--- config.mk ---
export PLATFORM = sky130hd
export DESIGN_NAME = red_pitaya_na_sweep_block
export DESIGN_NICKNAME = d
export VERILOG_FILES = /design/src/rtl/red_pitaya_na_sweep_block.sv
export SDC_FILE = /design/constraint.sdc
export NUM_CORES = 2
export LEC_CHECK = 0
export ABC_CLOCK_PERIOD_IN_PS = 25600
export CAP_MARGIN = 20
export CORE_AREA = 2 2 483 485
export DETAILED_ROUTE_END_ITERATION = 6
export DIE_AREA = 0 0 485 487
export PLACE_DENSITY = 0.63
export REMOVE_ABC_BUFFERS = 1
export SYNTH_ARGS = -nofsm -noshare
export SYNTH_HDL_FRONTEND = slang
export SYNTH_SLANG_ARGS = --single-unit
--- constraint.sdc ---
create_clock -name clk_i -period 25.6 [get_ports clk_i]
set_input_delay 3.84 -clock clk_i [delete_from_list [all_inputs] [get_ports clk_i]]
set_output_delay 3.84 -clock clk_i [all_outputs]
set_load 0.005 [all_outputs]
--- src/rtl/red_pitaya_na_sweep_block.sv ---
// Network-analyzer sweep sequencer: steps the IQ block frequency, waits for averaging,
// and queues {index, I sum, Q sum} per point in a first-word-fall-through result FIFO.
module red_pitaya_na_sweep_block #(
    parameter int PHASEBITS = 32,
    parameter int SUMBITS   = 62,
    parameter int IDXBITS   = 16,
    parameter int FIFOAW    = 4
) (
    input  logic                 clk_i,
    input  logic                 rst_i,
    input  logic                 start_i,
    input  logic                 abort_i,
    input  logic [PHASEBITS-1:0] start_freq_i,
    input  logic [PHASEBITS-1:0] step_freq_i,
    input  logic [IDXBITS-1:0]   points_i,
    input  logic                 avg_busy_i,
    input  logic [SUMBITS-1:0]   i_sum_i,
    input  logic [SUMBITS-1:0]   q_sum_i,
    output logic [PHASEBITS-1:0] freq_o,
    output logic                 freq_we_o,
    output logic                 busy_o,
    output logic                 done_o,
    input  logic                 rd_i,
    output logic                 res_valid_o,
    output logic [SUMBITS-1:0]   res_i_o,
    output logic [SUMBITS-1:0]   res_q_o,
    output logic [IDXBITS-1:0]   res_idx_o,
    output logic [FIFOAW:0]      fifo_count_o
);

    localparam int DEPTH = 1 << FIFOAW;

    typedef enum logic [2:0] {IDLE, SET, HOLD, WAIT, STORE, NEXT} state_t;

    state_t               state_q, state_d;
    logic [PHASEBITS-1:0] freq_q, step_q;
    logic [IDXBITS-1:0]   points_q, idx_q;
    logic                 hold_q;
    logic                 done_q, done_d;
    logic                 load, advance;

    logic [IDXBITS-1:0]   mem_idx [DEPTH];
    logic [SUMBITS-1:0]   mem_i   [DEPTH];
    logic [SUMBITS-1:0]   mem_q   [DEPTH];
    logic [FIFOAW-1:0]    wr_ptr_q, rd_ptr_q;
    logic [FIFOAW:0]      count_q;
    logic                 fifo_full, fifo_empty, push, pop;

    assign fifo_full  = count_q[FIFOAW];
    assign fifo_empty = (count_q == '0);
    // A full FIFO still accepts a push when the head is popped in the same cycle
    assign push = (state_q == STORE) && !abort_i && (!fifo_full || rd_i);
    assign pop  = rd_i && !fifo_empty;

    always_comb begin
        state_d = state_q;
        done_d  = 1'b0;
        load    = 1'b0;
        advance = 1'b0;
        case (state_q)
            IDLE: begin
                if (start_i && !abort_i) begin
                    if (points_i != '0) begin
                        state_d = SET;
                        load    = 1'b1;
                    end else begin
                        done_d = 1'b1;
                    end
                end
            end
            SET:   state_d = HOLD;
            HOLD:  if (hold_q) state_d = WAIT;
            WAIT:  if (!avg_busy_i) state_d = STORE;
            STORE: if (push) state_d = NEXT;
            NEXT: begin
                if (idx_q == points_q - IDXBITS'(1)) begin
                    state_d = IDLE;
                    done_d  = 1'b1;
                end else begin
                    state_d = SET;
                    advance = 1'b1;
                end
            end
            default: state_d = IDLE;
        endcase
        if (abort_i && state_q != IDLE) begin
            state_d = IDLE;
            done_d  = 1'b1;
            advance = 1'b0;
        end
    end

    always_ff @(posedge clk_i) begin
        if (rst_i) begin
            state_q  <= IDLE;
            freq_q   <= '0;
            step_q   <= '0;
            points_q <= '0;
            idx_q    <= '0;
            hold_q   <= 1'b0;
            done_q   <= 1'b0;
        end else begin
            state_q <= state_d;
            done_q  <= done_d;
            hold_q  <= (state_q == HOLD) ? ~hold_q : 1'b0;
            if (load) begin
                freq_q   <= start_freq_i;
                step_q   <= step_freq_i;
                points_q <= points_i;
                idx_q    <= '0;
            end else if (advance) begin
                freq_q <= freq_q + step_q;
                idx_q  <= idx_q + IDXBITS'(1);
            end
        end
    end

    // Storage array carries no reset; empty entries are masked at the outputs
    always_ff @(posedge clk_i) begin
        if (push) begin
            mem_idx[wr_ptr_q] <= idx_q;
            mem_i[wr_ptr_q]   <= i_sum_i;
            mem_q[wr_ptr_q]   <= q_sum_i;
        end
    end

    always_ff @(posedge clk_i) begin
        if (rst_i) begin
            wr_ptr_q <= '0;
            rd_ptr_q <= '0;
            count_q  <= '0;
        end else begin
            if (push) wr_ptr_q <= wr_ptr_q + FIFOAW'(1);
            if (pop)  rd_ptr_q <= rd_ptr_q + FIFOAW'(1);
            if (push && !pop)      count_q <= count_q + (FIFOAW+1)'(1);
            else if (pop && !push) count_q <= count_q - (FIFOAW+1)'(1);
        end
    end

    assign freq_o       = freq_q;
    assign freq_we_o    = (state_q == SET);
    assign busy_o       = (state_q != IDLE);
    assign done_o       = done_q;
    assign res_valid_o  = !fifo_empty;
    assign fifo_count_o = count_q;
    assign res_idx_o    = fifo_empty ? '0 : mem_idx[rd_ptr_q];
    assign res_i_o      = fifo_empty ? '0 : mem_i[rd_ptr_q];
    assign res_q_o      = fifo_empty ? '0 : mem_q[rd_ptr_q];

endmodule
* After elaboration in Yosys (flattened, before gate mapping)
Memories as Yosys holds them, arrays and structs flattened. A register that Yosys moved wholly into a read port is not among the register bits.
Index checks and enable logic that the tools add are counted.
** Cells by class
- Reduce and logical (&&, ||, !) cells :: 23
- Equal/unequal tests :: 11
- Bitwise logic cells :: 2
- Add/subtract/negate cells :: 7
- Muxes and demuxes :: 33
** Operator list (number)
- 62-bit 2-to-1 mux :: 2
- 32-bit 2-to-1 mux :: 2
- 32-bit adder :: 1
- 4-bit 2-to-1 mux :: 6
- 3-bit one-hot mux with 6 select lines :: 1
- 16-bit by 1-bit adder with 16-bit output (second input constant) :: 1
- 16-bit equality test :: 1
- 16-bit 2-to-1 mux :: 1
- 16-bit nonzero test :: 1
- 16-bit by 1-bit subtractor with 16-bit output (second input constant) :: 1
- 3-bit 2-to-1 mux :: 5
- 1-bit 2-to-1 mux :: 13
- 5-bit 2-to-1 mux :: 2
- 2-bit != test (second input constant) :: 5
- 4-bit by 1-bit adder with 4-bit output (second input constant) :: 2
- 1-bit logical AND :: 7
- 3-bit by 2-bit equality test with 1-bit output (second input constant) :: 2
- 3-bit equality test (second input constant) :: 2
- 2-bit OR reduction :: 3
- 5-bit by 1-bit adder with 5-bit output (second input constant) :: 1
- 1-bit logical NOT :: 5
- 5-bit logical NOT :: 1
- 5-bit AND reduction :: 1
- 5-bit by 1-bit subtractor with 5-bit output (second input constant) :: 1
- other kinds (7) :: 9
** Word-level totals
- Flip-flop bits (word level) :: 114
- Word-level logic and storage cells :: 89
- Bits in writable memories :: 2240
- Memories kept :: 3
** Memories
- mem_i :: depth 16, width 62, rd ports 1, clocked after memory_dff 1, wr ports 1, line 43 : logic [SUMBITS-1:0] mem_i [DEPTH];
- mem_q :: depth 16, width 62, rd ports 1, clocked after memory_dff 1, wr ports 1, line 44 : logic [SUMBITS-1:0] mem_q [DEPTH];
- mem_idx :: depth 16, width 16, rd ports 1, clocked after memory_dff 1, wr ports 1, line 42 : logic [IDXBITS-1:0] mem_idx [DEPTH];

* Longest topological paths before layout
- Depth in word-level cells :: 7
- Mapped depth :: 14

* Worst setup path before layout
OpenSTA, ideal clock, no wires.
- Path kind :: input to register
- Start :: in abort_i
- End :: mem mem_i[3][0], enable pin
- Stages :: 4
- Path slack :: 10133 ps
- Data arrival time :: 14657 ps
- Data required time :: 24790 ps
- Setup time :: 810 ps
- Cells stage by stage :: clkbuf_1 > nor4_1 > nand2_1 > nor3_1
** Between the ends
- Word-level cells in the longest chain between the ends :: 5
** Ends and longest elaborated chain
- start, declared :: line 12 : input logic abort_i,
- 1-bit logical NOT :: line 52 : assign push = (state_q == STORE) && !abort_i && (!fifo_full || rd_i);
- 1-bit logical AND (2 in series) :: line 52
- named net push :: line 47 : logic fifo_full, fifo_empty, push, pop;
- 1-bit 2-to-1 mux :: line 120 : if (push) begin
- 1-bit 2-to-1 mux (implied by the code) :: line 122 : mem_i[wr_ptr_q] <= i_sum_i;
- end, declared :: line 43
The timed path passes the listed nets, and every way through them passes these cells.

==> metrics.md <==
| Metric | Value |
|---|---|
| Result of the run | `complete, no violations` |
| Share of synthesized flip-flops with an asynchronous set or reset | `0` |
| All-layer global routing usage | `0.1844` |
| Relative area change from synthesis to final layout | `17.51%` |
| Placement-stage worst setup slack | `15.20 ns` |
| Final layout net count | `4926` |
| Cell with the largest stage delay on the worst path | `sky130_fd_sc_hd__dfxtp_4` |
| Max VDD drop | `0.06508 mV` |
| DRC | `0` |
| Sequential element share of the synthesized area | `0.7583` |
| Arrival time at the worst endpoint | `7.03 ns` |
| Delay of the slowest cell on the worst path | `0.97 ns` |
| Total Power Consumption | `0.009516 W` |
| Clock skew | `0.08450 ns` |
| Worst setup slack for register-to-register paths | `21.47 ns` |
| Fraction of layout cells with a size suffix above 1 | `0.2450` |
| Resized cells post-CTS | `0` |
| Count of boundary I/O pins | `391` |
| Number of global-route vias before repair | `46290` |
| Required @ worst endpoint | `21.76 ns` |
| Cell mode on critical path | `sky130_fd_sc_hd__buf_4` |
| Placer congestion estimate | `0.7819` |
| Hold buffer count at CTS | `0` |
| Iteration count of the initial detailed-routing pass | `7` |
| Placeable Area | `0.2314 sq mm` |
| Crit. path cell count | `8` |
| Wire length of the first global-routing pass | `319.8 mm` |
| Syn_area_per_cell | `21.94 sq um` |
| Total congestion overflow after global routing | `0` |
| Die outline height | `487 um` |
| Slew Viols, Final | `0` |
| ANT nets after route | `0` |
| Slew at the pin with the worst max-slew slack | `1.160 ns` |
| Clock Root Buffer | `sky130_fd_sc_hd__clkbuf_16` |
| Worst Reg2Reg Path Length in Cells | `7` |
| Cell area power density | `88.20 mW/mm^2` |
| Launching point of the worst reg2reg path | `state_q[2]` |
| # fillers | `18940` |
| Pin count of the biggest net entering global routing | `101` |
| # setup viols final | `0` |
| Reported max-cap violation count | `0` |
| Estimated wirelength of the detail-placed design | `110.2 mm` |
| Crit Reg-Reg Endpoint | `mem_q[15][35]` |
| Synthesized area | `0.09182 sq mm` |
| Synthesis Warnings | `0` |
| Final critical-path setup slack | `14.73 ns` |
| Post-Route Utilization | `0.4662` |
| Destination of the critical timing path | `res_i_o[46]` |
| Total CTS buffers | `236` |
| Post-synth cell types | `73` |
| Critical path's top delay family | `buffers and inverters` |
| Count of flip-flops with a built-in enable after synthesis | `2240` |
| Gate Count Post-Synth | `4185` |
| Unrepaired setup endpoints after global routing | `no` |
| Cells traversed along the worst timing path | `buf_4, buf_4, buf_4, buf_4, mux4_2, mux4_2, and2_1, clkdlybuf4s50_1` |
| Detailed-route wire length per cell | `27.66 um` |
| Final Critical Period | `10.87 ns` |
| Primary flip-flop cell chosen by synthesis mapping | `sky130_fd_sc_hd__edfxtp_1` |
| Maximum buffer depth of the clock tree | `3` |
| Number of sinks handled by clock tree synthesis | `2358` |
| Clock network latency to the later pin of the worst-skew pair | `0.92 ns` |
| Reported leakage power | `33.02 nW` |
| Worst-path maximum fanout | `48` |
| Violation count after the first detailed-route iteration | `4025` |
| Max transition margin | `0.2270` |
| CTS H-tree lvls | `4` |
| Hold/Removal Path Class | `flip-flop to flip-flop` |
| Count of buffer and inverter cells on the critical path | `5` |
| Initial core utilization | `0.3967` |
| CTS tree | `done` |
| Placement row count | `177` |
| # port buffers | `390` |
| Flip-flop and latch count after synthesis | `2358` |
| Ratio of final minimum period to clock period | `0.4245` |
| Number of antenna violations at the first check in global routing | `33` |
| Chip width | `485 um` |
| Element type at the critical path end | `output pin` |
| Average via count per standard cell | `5.592` |
| Number of setup buffers added after CTS | `0` |
| Type of element launching the critical path | `flip-flop` |
| Area of the die | `0.2362 sq mm` |
| Detailed Route WL | `219.1 mm` |
| Total number of vias | `44300` |
| CTS clk-pin slew, worst paths | `0.06 ns` |
| Count of final hold-check violations | `0` |
| Max Clk Rate | `92.02 MHz` |
| Class of the most critical setup path | `flip-flop to output pin` |
[flip-flops by register name, summed over array words and instances (netlist names), named ones only]
name	count
wr_ptr_q	4
hold_q	1
step_q	32
mem_i	992
idx_q	16
mem_idx	256
fifo_count_o	5
mem_q	992
done_o	1
freq_o	32
points_q	16
state_q	3
rd_ptr_q	4
[area by class of cell]
class,instances,area (sq um),area share
Clock buffer,281,6126,0.05678
Clock inverter,155,2190,0.02029
Sequential cell,2358,69640,0.6455
Inverter,20,75.07,0.0006958
Antenna cell,9,22.52,0.0002087
Multi-Input combinational cell,1582,21330,0.1977
Tap cell,3043,3807,0.03529
Timing Repair Buffer,474,4697,0.04353
[layer usage]
layer  wire [um]  share of wire  track usage
met1       93790           0.43       0.2579
met2      105700           0.48       0.2991
met3       15810          0.072      0.04010
met4        3567          0.016      0.03800
met5         261         0.0012            0
[report_power, final]
part	leakage (nW)	switching (W)	internal, W
registers	21.3	0.0000370	0.00422
clock network	4.00	0.00149	0.00214
logic	7.73	0.000751	0.000871
[worst min path at each step]
stage	startpoint	to	slack (ns)	cells past startpoint
6_report	step_q[12]	step_q[12]	0.46	2
5_1_grt	step_q[23]	step_q[23]	0.48	2
3_3_place_gp	step_q[8]	step_q[8]	0.45	2
3_5_place_dp	step_q[14]	step_q[14]	0.46	2
2_1_floorplan	step_q[0]	step_q[0]	0.43	2
4_1_cts	step_q[20]	step_q[20]	0.46	2
[synthesized netlist by cell type, types with 32 or more instances]
| cell | count | area share |
|---|---|---|
| sky130_fd_sc_hd__o21ai_0 | 32 | 0.0017 |
| sky130_fd_sc_hd__buf_1 | 48 | 0.0020 |
| sky130_fd_sc_hd__nor2_1 | 102 | 0.0042 |
| sky130_fd_sc_hd__mux4_2 | 700 | 0.17 |
| sky130_fd_sc_hd__ha_1 | 42 | 0.0057 |
| sky130_fd_sc_hd__edfxtp_1 | 2240 | 0.73 |
| sky130_fd_sc_hd__nand2_1 | 166 | 0.0068 |
| sky130_fd_sc_hd__a21oi_1 | 102 | 0.0056 |
| sky130_fd_sc_hd__dfxtp_1 | 118 | 0.026 |
| sky130_fd_sc_hd__xnor2_1 | 36 | 0.0034 |
| sky130_fd_sc_hd__clkbuf_1 | 167 | 0.0068 |
| sky130_fd_sc_hd__and2_1 | 143 | 0.0097 |
[cell usage in the layout, fill, tap and decap left out, drive strengths merged, types with 14 or more instances in the layout]
| master | netlist | layout |
|---|---|---|
| a21o | 17 | 17 |
| a21oi | 102 | 102 |
| and2 | 144 | 144 |
| buf | 57 | 85 |
| bufinv | 0 | 42 |
| clkbuf | 168 | 281 |
| clkdlybuf4s50 | 0 | 389 |
| clkinv | 0 | 95 |
| dfxtp | 118 | 118 |
| edfxtp | 2240 | 2240 |
| ha | 42 | 42 |
| inv | 20 | 27 |
| mux4 | 700 | 700 |
| nand2 | 166 | 166 |
| nand3 | 18 | 18 |
| nor2 | 103 | 103 |
| nor3 | 32 | 32 |
| nor4 | 14 | 14 |
| o21ai | 35 | 35 |
| xnor2 | 36 | 36 |
| xor2 | 28 | 28 |
[metrics by stage]
step	hold slack (ns)	cell area [sq um]	std cells	TNS (ns)
2_1_floorplan	0.4340	90910	3960	-359.43
3_3_place_gp	0.4482	99480	7474	0
3_5_place_dp	0.4550	99480	7474	0
4_1_cts	0.4633	107800	7910	0
5_1_grt	0.4775	107900	7914	0
6_report	0.4614	107900	7922	0
[cells by family (layout without fill, tap and decap cells)]
group / count (synthesis) / after routing / share of synthesized area
and+or+nand+nor: 536 / 536 / 0.02967
AOI/OAI and AO/OA: 234 / 234 / 0.01690
muxes: 704 / 704 / 0.1721
xor gates and xnor gates: 64 / 64 / 0.006105
other: 0 / 9 / 0
DFF: 2358 / 2358 / 0.7583
adders and majority gates: 44 / 44 / 0.006159
buffers and inverters: 245 / 930 / 0.01071
[worst min-delay path, stage by stage (launching register included)]
cell and delay [ns]:
sky130_fd_sc_hd__dfxtp_1 0.31, sky130_fd_sc_hd__nand2_1 0.05, sky130_fd_sc_hd__a21oi_1 0.05
Note: power is estimated with default switching activity, not from simulation.
